### config.mk
export PLATFORM = sky130hd
export DESIGN_NAME = alu_share_arbiter_flat
export DESIGN_NICKNAME = d
export VERILOG_FILES = /design/src/rtl/alu_share_arbiter_if.sv /design/src/rtl/alu_share_arbiter.sv /design/src/flat_wrapper.sv
export SDC_FILE = /design/constraint.sdc
export NUM_CORES = 1
export LEC_CHECK = 0
export CORE_MARGIN = 2
export CORE_UTILIZATION = 40
export DETAILED_ROUTE_END_ITERATION = 7
export GPL_TIMING_DRIVEN = 0
export MAX_ROUTING_LAYER = met4
export PLACE_DENSITY_LB_ADDON = 0.15
export SLEW_MARGIN = 0
export SYNTH_ARGS = -nofsm -noshare
export SYNTH_HDL_FRONTEND = slang
export SYNTH_SLANG_ARGS = --single-unit
### constraint.sdc
create_clock -name clk -period 2.1 [get_ports clk]
set_input_delay 0.42 -clock clk [delete_from_list [all_inputs] [get_ports clk]]
set_output_delay 0.42 -clock clk [all_outputs]
set_load 0.1 [all_outputs]
### src/rtl/alu_share_arbiter_if.sv
// alu_share_arbiter_if
// Purpose: bundles every channel of alu_share_arbiter except clk/rst.
//   request  : req_valid/req_ready (per requester) with packed req_a,
//              req_b, req_sel, req_cin payloads (requester i in slice i)
//   ALU bus  : registered operands alu_a/alu_b/alu_sel/alu_cin/alu_bin out,
//              combinational results alu_out1/alu_out2/alu_cout back
//   response : rsp_valid/rsp_ready with rsp_id, rsp_out1, rsp_out2,
//              rsp_cout, rsp_err
// Modports:
//   slave  - the arbiter side
//   master - the environment side (requesters, ALU, response consumer)
interface alu_share_arbiter_if #(
    parameter int W = 8
);
    logic [1:0]     req_valid;
    logic [1:0]     req_ready;
    logic [2*W-1:0] req_a;
    logic [2*W-1:0] req_b;
    logic [7:0]     req_sel;
    logic [1:0]     req_cin;

    logic [W-1:0]   alu_a;
    logic [W-1:0]   alu_b;
    logic [3:0]     alu_sel;
    logic           alu_cin;
    logic           alu_bin;
    logic [W-1:0]   alu_out1;
    logic [W-1:0]   alu_out2;
    logic           alu_cout;

    logic           rsp_valid;
    logic           rsp_ready;
    logic           rsp_id;
    logic [W-1:0]   rsp_out1;
    logic [W-1:0]   rsp_out2;
    logic           rsp_cout;
    logic           rsp_err;

    modport slave (
        input  req_valid, req_a, req_b, req_sel, req_cin,
        output req_ready,
        output alu_a, alu_b, alu_sel, alu_cin, alu_bin,
        input  alu_out1, alu_out2, alu_cout,
        output rsp_valid, rsp_id, rsp_out1, rsp_out2, rsp_cout, rsp_err,
        input  rsp_ready
    );

    modport master (
        output req_valid, req_a, req_b, req_sel, req_cin,
        input  req_ready,
        input  alu_a, alu_b, alu_sel, alu_cin, alu_bin,
        output alu_out1, alu_out2, alu_cout,
        input  rsp_valid, rsp_id, rsp_out1, rsp_out2, rsp_cout, rsp_err,
        output rsp_ready
    );
endinterface

### src/rtl/alu_share_arbiter.sv
// alu_share_arbiter
// Purpose: shares one combinational 8-bit ALU between two requesters.
//   Round-robin grant in IDLE, operands registered toward the ALU, one
//   settle cycle (EXEC), then the masked ALU result is registered and
//   offered on a valid/ready response channel tagged with the requester ID.
// Ports:
//   clk          rising-edge clock
//   rst          synchronous, active-high reset
//   bus          alu_share_arbiter_if.slave (request, ALU and response channels)
//   stat_grant0  grants to requester 0        (ALU_ARB_STATS_EN only)
//   stat_grant1  grants to requester 1        (ALU_ARB_STATS_EN only)
//   stat_err     illegal-opcode responses     (ALU_ARB_STATS_EN only)
// Build option:
//   ALU_ARB_STATS_EN - adds the three saturating 16-bit statistics counters.
module alu_share_arbiter #(
    parameter int N_REQ = 2,
    parameter int W     = 8
) (
    input  logic               clk,
    input  logic               rst,
    alu_share_arbiter_if.slave bus
`ifdef ALU_ARB_STATS_EN
    ,
    output logic [15:0]        stat_grant0,
    output logic [15:0]        stat_grant1,
    output logic [15:0]        stat_err
`endif
);
    localparam int ID_W = (N_REQ > 1) ? $clog2(N_REQ) : 1;

    typedef enum logic [1:0] {
        IDLE = 2'd0,
        EXEC = 2'd1,
        RESP = 2'd2
    } state_t;

    state_t          r_state;
    state_t          w_state_nxt;

    logic [ID_W-1:0] r_rr;
    logic [ID_W-1:0] r_id;
    logic [ID_W-1:0] w_gnt_id;
    logic            w_gnt_any;
    logic [1:0]      w_req_ready;
    logic            w_accept;
    logic            w_rsp_valid;

    logic [W-1:0]    w_gnt_a;
    logic [W-1:0]    w_gnt_b;
    logic [3:0]      w_gnt_sel;
    logic            w_gnt_cin;

    logic [W-1:0]    r_alu_a;
    logic [W-1:0]    r_alu_b;
    logic [3:0]      r_alu_sel;
    logic            r_alu_cin;
    logic            r_alu_bin;

    logic [W-1:0]    r_rsp_out1;
    logic [W-1:0]    r_rsp_out2;
    logic            r_rsp_cout;
    logic            r_rsp_err;
    logic [2*W+1:0]  w_masked;

    // Keep only the ALU outputs that are meaningful for the opcode; the rest
    // of the ALU bus may carry stale or undefined values.
    function automatic logic [2*W+1:0] mask_result(
        input logic [3:0]   sel,
        input logic [W-1:0] out1,
        input logic [W-1:0] out2,
        input logic         cout
    );
        logic [W-1:0] m1;
        logic [W-1:0] m2;
        logic         mc;
        logic         me;
        m1 = '0;
        m2 = '0;
        mc = 1'b0;
        me = 1'b0;
        case (sel)
            4'd0, 4'd1: begin m1 = out1; mc = cout; end
            4'd2, 4'd5: begin m1 = out1; m2 = out2; end
            4'd3, 4'd4: m1 = out1;
            default:    me = 1'b1;
        endcase
        return {m1, m2, mc, me};
    endfunction

    // Arbitration: a lone requester wins outright; on contention rr_ptr decides.
    always_comb begin
        w_gnt_any = |bus.req_valid;
        w_gnt_id  = r_rr;
        if (bus.req_valid == 2'b01) begin
            w_gnt_id = '0;
        end else if (bus.req_valid == 2'b10) begin
            w_gnt_id = 1'b1;
        end
    end

    assign w_gnt_a   = bus.req_a[int'(w_gnt_id)*W +: W];
    assign w_gnt_b   = bus.req_b[int'(w_gnt_id)*W +: W];
    assign w_gnt_sel = bus.req_sel[int'(w_gnt_id)*4 +: 4];
    assign w_gnt_cin = bus.req_cin[w_gnt_id];

    // FSM: state register
    always_ff @(posedge clk) begin
        if (rst) begin
            r_state <= IDLE;
        end else begin
            r_state <= w_state_nxt;
        end
    end

    // FSM: next state
    always_comb begin
        w_state_nxt = r_state;
        case (r_state)
            IDLE:    if (w_accept) w_state_nxt = EXEC;
            EXEC:    w_state_nxt = RESP;
            RESP:    if (bus.rsp_ready) w_state_nxt = IDLE;
            default: w_state_nxt = IDLE;
        endcase
    end

    // FSM: outputs
    always_comb begin
        w_req_ready = '0;
        w_rsp_valid = (r_state == RESP);
        if (r_state == IDLE && w_gnt_any) begin
            w_req_ready[w_gnt_id] = 1'b1;
        end
    end

    assign w_accept  = |(bus.req_valid & w_req_ready);
    assign w_masked  = mask_result(r_alu_sel, bus.alu_out1, bus.alu_out2, bus.alu_cout);

    // Operand capture on accept, response capture at the end of EXEC.
    // Neither is touched otherwise, so the ALU inputs and the response hold.
    always_ff @(posedge clk) begin
        if (rst) begin
            r_rr       <= '0;
            r_id       <= '0;
            r_alu_a    <= '0;
            r_alu_b    <= '0;
            r_alu_sel  <= '0;
            r_alu_cin  <= 1'b0;
            r_alu_bin  <= 1'b0;
            r_rsp_out1 <= '0;
            r_rsp_out2 <= '0;
            r_rsp_cout <= 1'b0;
            r_rsp_err  <= 1'b0;
        end else begin
            if (w_accept) begin
                r_alu_a   <= w_gnt_a;
                r_alu_b   <= w_gnt_b;
                r_alu_sel <= w_gnt_sel;
                // req_cin doubles as borrow-in; route it only to the port the
                // opcode actually uses.
                r_alu_cin <= (w_gnt_sel == 4'd0) ? w_gnt_cin : 1'b0;
                r_alu_bin <= (w_gnt_sel == 4'd1) ? w_gnt_cin : 1'b0;
                r_id      <= w_gnt_id;
                r_rr      <= ~w_gnt_id;
            end
            if (r_state == EXEC) begin
                {r_rsp_out1, r_rsp_out2, r_rsp_cout, r_rsp_err} <= w_masked;
            end
        end
    end

    assign bus.req_ready = w_req_ready;
    assign bus.alu_a     = r_alu_a;
    assign bus.alu_b     = r_alu_b;
    assign bus.alu_sel   = r_alu_sel;
    assign bus.alu_cin   = r_alu_cin;
    assign bus.alu_bin   = r_alu_bin;
    assign bus.rsp_valid = w_rsp_valid;
    assign bus.rsp_id    = r_id;
    assign bus.rsp_out1  = r_rsp_out1;
    assign bus.rsp_out2  = r_rsp_out2;
    assign bus.rsp_cout  = r_rsp_cout;
    assign bus.rsp_err   = r_rsp_err;

`ifdef ALU_ARB_STATS_EN
    function automatic logic [15:0] sat_inc(input logic [15:0] cnt);
        return (cnt == 16'hFFFF) ? cnt : cnt + 16'd1;
    endfunction

    logic [15:0] r_stat_g0;
    logic [15:0] r_stat_g1;
    logic [15:0] r_stat_err;

    always_ff @(posedge clk) begin
        if (rst) begin
            r_stat_g0  <= '0;
            r_stat_g1  <= '0;
            r_stat_err <= '0;
        end else begin
            if (w_accept && w_gnt_id == '0) r_stat_g0 <= sat_inc(r_stat_g0);
            if (w_accept && w_gnt_id != '0) r_stat_g1 <= sat_inc(r_stat_g1);
            if (w_rsp_valid && bus.rsp_ready && r_rsp_err) r_stat_err <= sat_inc(r_stat_err);
        end
    end

    assign stat_grant0 = r_stat_g0;
    assign stat_grant1 = r_stat_g1;
    assign stat_err    = r_stat_err;
`endif
endmodule

### src/flat_wrapper.sv
// flat-port wrapper written by rule: the top's interface ports become plain ports
module alu_share_arbiter_flat 
#(
    parameter int N_REQ = 2,
    parameter int W     = 8
)
  (clk, rst, bus_req_valid, bus_req_a, bus_req_b, bus_req_sel, bus_req_cin, bus_req_ready, bus_alu_a, bus_alu_b, bus_alu_sel, bus_alu_cin, bus_alu_bin, bus_alu_out1, bus_alu_out2, bus_alu_cout, bus_rsp_valid, bus_rsp_id, bus_rsp_out1, bus_rsp_out2, bus_rsp_cout, bus_rsp_err, bus_rsp_ready);
  alu_share_arbiter_if #(.W(W)) bus_i ();
  input  logic clk;
  input  logic rst;
  input wire logic [$bits(bus_i.req_valid)-1:0] bus_req_valid;
  input wire logic [$bits(bus_i.req_a)-1:0] bus_req_a;
  input wire logic [$bits(bus_i.req_b)-1:0] bus_req_b;
  input wire logic [$bits(bus_i.req_sel)-1:0] bus_req_sel;
  input wire logic [$bits(bus_i.req_cin)-1:0] bus_req_cin;
  output wire logic [$bits(bus_i.req_ready)-1:0] bus_req_ready;
  output wire logic [$bits(bus_i.alu_a)-1:0] bus_alu_a;
  output wire logic [$bits(bus_i.alu_b)-1:0] bus_alu_b;
  output wire logic [$bits(bus_i.alu_sel)-1:0] bus_alu_sel;
  output wire logic [$bits(bus_i.alu_cin)-1:0] bus_alu_cin;
  output wire logic [$bits(bus_i.alu_bin)-1:0] bus_alu_bin;
  input wire logic [$bits(bus_i.alu_out1)-1:0] bus_alu_out1;
  input wire logic [$bits(bus_i.alu_out2)-1:0] bus_alu_out2;
  input wire logic [$bits(bus_i.alu_cout)-1:0] bus_alu_cout;
  output wire logic [$bits(bus_i.rsp_valid)-1:0] bus_rsp_valid;
  output wire logic [$bits(bus_i.rsp_id)-1:0] bus_rsp_id;
  output wire logic [$bits(bus_i.rsp_out1)-1:0] bus_rsp_out1;
  output wire logic [$bits(bus_i.rsp_out2)-1:0] bus_rsp_out2;
  output wire logic [$bits(bus_i.rsp_cout)-1:0] bus_rsp_cout;
  output wire logic [$bits(bus_i.rsp_err)-1:0] bus_rsp_err;
  input wire logic [$bits(bus_i.rsp_ready)-1:0] bus_rsp_ready;
  assign bus_i.req_valid = bus_req_valid;
  assign bus_i.req_a = bus_req_a;
  assign bus_i.req_b = bus_req_b;
  assign bus_i.req_sel = bus_req_sel;
  assign bus_i.req_cin = bus_req_cin;
  assign bus_req_ready = bus_i.req_ready;
  assign bus_alu_a = bus_i.alu_a;
  assign bus_alu_b = bus_i.alu_b;
  assign bus_alu_sel = bus_i.alu_sel;
  assign bus_alu_cin = bus_i.alu_cin;
  assign bus_alu_bin = bus_i.alu_bin;
  assign bus_i.alu_out1 = bus_alu_out1;
  assign bus_i.alu_out2 = bus_alu_out2;
  assign bus_i.alu_cout = bus_alu_cout;
  assign bus_rsp_valid = bus_i.rsp_valid;
  assign bus_rsp_id = bus_i.rsp_id;
  assign bus_rsp_out1 = bus_i.rsp_out1;
  assign bus_rsp_out2 = bus_i.rsp_out2;
  assign bus_rsp_cout = bus_i.rsp_cout;
  assign bus_rsp_err = bus_i.rsp_err;
  assign bus_i.rsp_ready = bus_rsp_ready;
  alu_share_arbiter #(.N_REQ(N_REQ), .W(W)) u_core (.clk(clk), .rst(rst), .bus(bus_i));
endmodule
==> flow_summary.json, run 1 <==
{
  "layout-drive-gt1-share": 0.0980,
  "critPathKind": "reg -> out",
  "required_ns": 1.68,
  "maxSlewViolCount": 0,
  "finalWirelength_um": 5370,
  "cts_hold_buf": 0,
  "io-pin-count": 108,
  "ys_ff_latch": 44,
  "yosysSeqAreaShare": 0.494,
  "initial_core_util": 0.412,
  "critical_path_arrival_ns": 1.63,
  "dieWidth_um": 70.7,
  "grt_max_degree": 14,
  "synthToLayoutAreaGrowth_pct": 66.4,
  "path_delay_family": "buffers and inverters",
  "wl_per_cell_um": 15.4,
  "htree_levels": 2,
  "grt_pass1_wl_um": 8710,
  "postPlaceCellArea_mm2": 0.00291,
  "dr.first_iter.drc_count": 159,
  "dr.pass1.iters": 5,
  "core_mm2": 0.00432,
  "clkSlewWorstSetupHoldPaths_ns": 0.08,
  "diodes": 0,
  "synth_top_area_frac": 0.494,
  "async_flop_share": 0,
  "ys.flop_type": "dfxtp_1",
  "grt_overflow": 0,
  "cp_cell_sequence": "clkdlybuf4s15_1",
  "clk_path_buf_depth": 2,
  "dp_hpwl_um": 3930,
  "final_nets": 360,
  "clock_latency_ns": 0.30,
  "synthCells": 183,
  "syn_area_mm2": 0.00178,
  "vias": 1917,
  "finalSetupViolCount": 0,
  "hold_violations": 0,
  "r2r_setup_slack_ns": 0.49,
  "post_cts.repair.setup_buffers": 0,
  "cts_tree": "done",
  "portBuffers": 106,
  "ir_drop_mv": 0.446,
  "rsz0062_at_grt": "false",
  "dp_cells": 341,
  "avgSynthCellArea_um2": 9.74,
  "seqCellArea_um2": 881,
  "fin_crit_ns": 2.05,
  "layout.cells.non_filler": 348,
  "max_freq_mhz": 489,
  "tightest_slew_ns": 0.981,
  "clock-sinks": 44,
  "ant_nets": 0,
  "powerDensity_mw_per_mm2": 806,
  "skew_ns": 0.00451,
  "synth_edf_count": 0,
  "drc_errors": 0,
  "status": "finished clean",
  "dieArea_mm2": 0.00500,
  "viasPerCell": 5.51,
  "grt_pass1_vias": 1878,
  "place.gp.congestion": 0.825,
  "root_buffer": "clkbuf_8",
  "period_share": 0.975,
  "synth_top_area_cell": "dfxtp_1",
  "end_kind": "output port",
  "hp-class": "in -> reg",
  "synth.most_common_cell": "dfxtp_1",
  "yosys_warnings": 0,
  "grt_use_total": 0.224,
  "fillCellCount": 366,
  "ys_top_cells_by_area": "dfxtp_1 49%, a222oi_1 9.0%, nor2_1 7.8%",
  "slew_headroom": 0.349,
  "ys_types": 35,
  "fin_util": 0.685,
  "cts_buffers": 5,
  "cp-start-kind": "flip-flop",
  "syn-num-nets": 247,
  "final_cell_area_mm2": 0.00296,
  "cpPeakStageDelay_ns": 0.86,
  "crit_slowest_cell": "clkdlybuf4s15_1",
  "path_max_fanout": 5,
  "synthTopCellsByCount": "44 x dfxtp_1, 37 x nor2_1, 16 x a222oi_1, 16 x a22oi_1",
  "worst-path-buf-inv": 1,
  "die_h_um": 70.7,
  "setup_tns_ns": 0,
  "leakage_nw": 1.27,
  "multi_input_area_um2": 828,
  "antenna_found_initial": 0,
  "drv_cap": 0,
  "rows": 24,
  "cts_resized": 63
}
registers in the layout (all words and copies together) (netlist names):
register	cells
u_core.bus.alu_a	8
u_core.r_state	2
u_core.bus.alu_b	8
u_core.bus.rsp_out2	8
u_core.bus.rsp_err	1
u_core.bus.rsp_id	1
u_core.bus.rsp_out1	8
u_core.bus.rsp_cout	1
u_core.r_rr	1
u_core.bus.alu_bin	1
u_core.bus.alu_sel	4
u_core.bus.alu_cin	1
placed cells by master, fill, tap and decap left out, types with 3 or more instances in the layout:
master | Yosys | final
o21a_1 | 4 | 4
clkdlybuf4s50_1 | 0 | 60
a222oi_1 | 16 | 16
clkbuf_1 | 7 | 7
clkbuf_8 | 0 | 5
nand3b_1 | 3 | 3
nor3_1 | 3 | 3
dfxtp_1 | 44 | 44
a21oi_1 | 7 | 7
o211ai_1 | 3 | 3
dlygate4sd2_1 | 0 | 41
buf_4 | 3 | 3
nand2b_1 | 4 | 4
nor2_1 | 37 | 36
a22oi_1 | 16 | 16
nand2_1 | 6 | 6
worst paths after layout:
| kind | from | end | depth (start not counted) |
|---|---|---|---|
| max | u_core.bus.alu_sel[3] | bus_alu_sel[3] | 1 |
| max reg2reg | u_core.r_rr | u_core.bus.alu_b[0] | 7 |
| min | rst | u_core.r_rr | 2 |
| min reg2reg | u_core.bus.rsp_cout | u_core.bus.rsp_cout | 2 |
area by class of cell:
| cell class | count | area share |
|---|---|---|
| flip-flops and latches | 44 | 0.297 |
| plain buffers | 14 | 0.0283 |
| multi-input cells | 124 | 0.279 |
| repair buffers | 106 | 0.344 |
| clock inverters | 2 | 0.00422 |
| clock buffers | 5 | 0.0232 |
| well taps | 52 | 0.0220 |
| inverters | 1 | 0.00127 |
kinds of logic after synthesis:
logic type | share of synthesized area
buf+inv | 0.0478
simple gates | 0.169
compound gates | 0.289
flops | 0.494
report_power, final:
group / switching (mW) / internal (mW) / total [mW]
Clock: 0.287 / 0.225 / 0.512
Sequential: 0.0426 / 0.896 / 0.939
Combinational: 0.658 / 0.280 / 0.937
Total: 0.987 / 1.40 / 2.39
per-stage QoR:
stage / hold WS [ns] / setup WS (ns) / power, mW
after CTS: 0.330 / 0.0118 / 2.40
after detailed placement: 0.482 / -1.14 / 1.92
after floorplan: 0.533 / 0.0112 / 1.62
final: 0.344 / 0.0530 / 2.39
after global routing: 0.363 / 0.00761 / 2.49
after global placement: 0.480 / -1.14 / 1.92
metal layers:
metal	vias to the layer above	GRT usage	wire, µm
met1	910	0.288	2310
met4	0	0.101	125
met2	78	0.331	2540
met3	12	0.0598	389
met5	-	-	0
li1	917	-	-
(Power assumes the default switching activity.)
==> inputs of run 2 (changes only) <==
--- a/config.mk
+++ b/config.mk
@@ -5,6 +5,7 @@
 export SDC_FILE = /design/constraint.sdc
 export NUM_CORES = 1
 export LEC_CHECK = 0
+export CAP_MARGIN = 10
 export CORE_MARGIN = 2
 export CORE_UTILIZATION = 40
 export DETAILED_ROUTE_END_ITERATION = 7
==> results of run 2 <==
No change in the layout: final DEF, timing and power equal those of run 1.
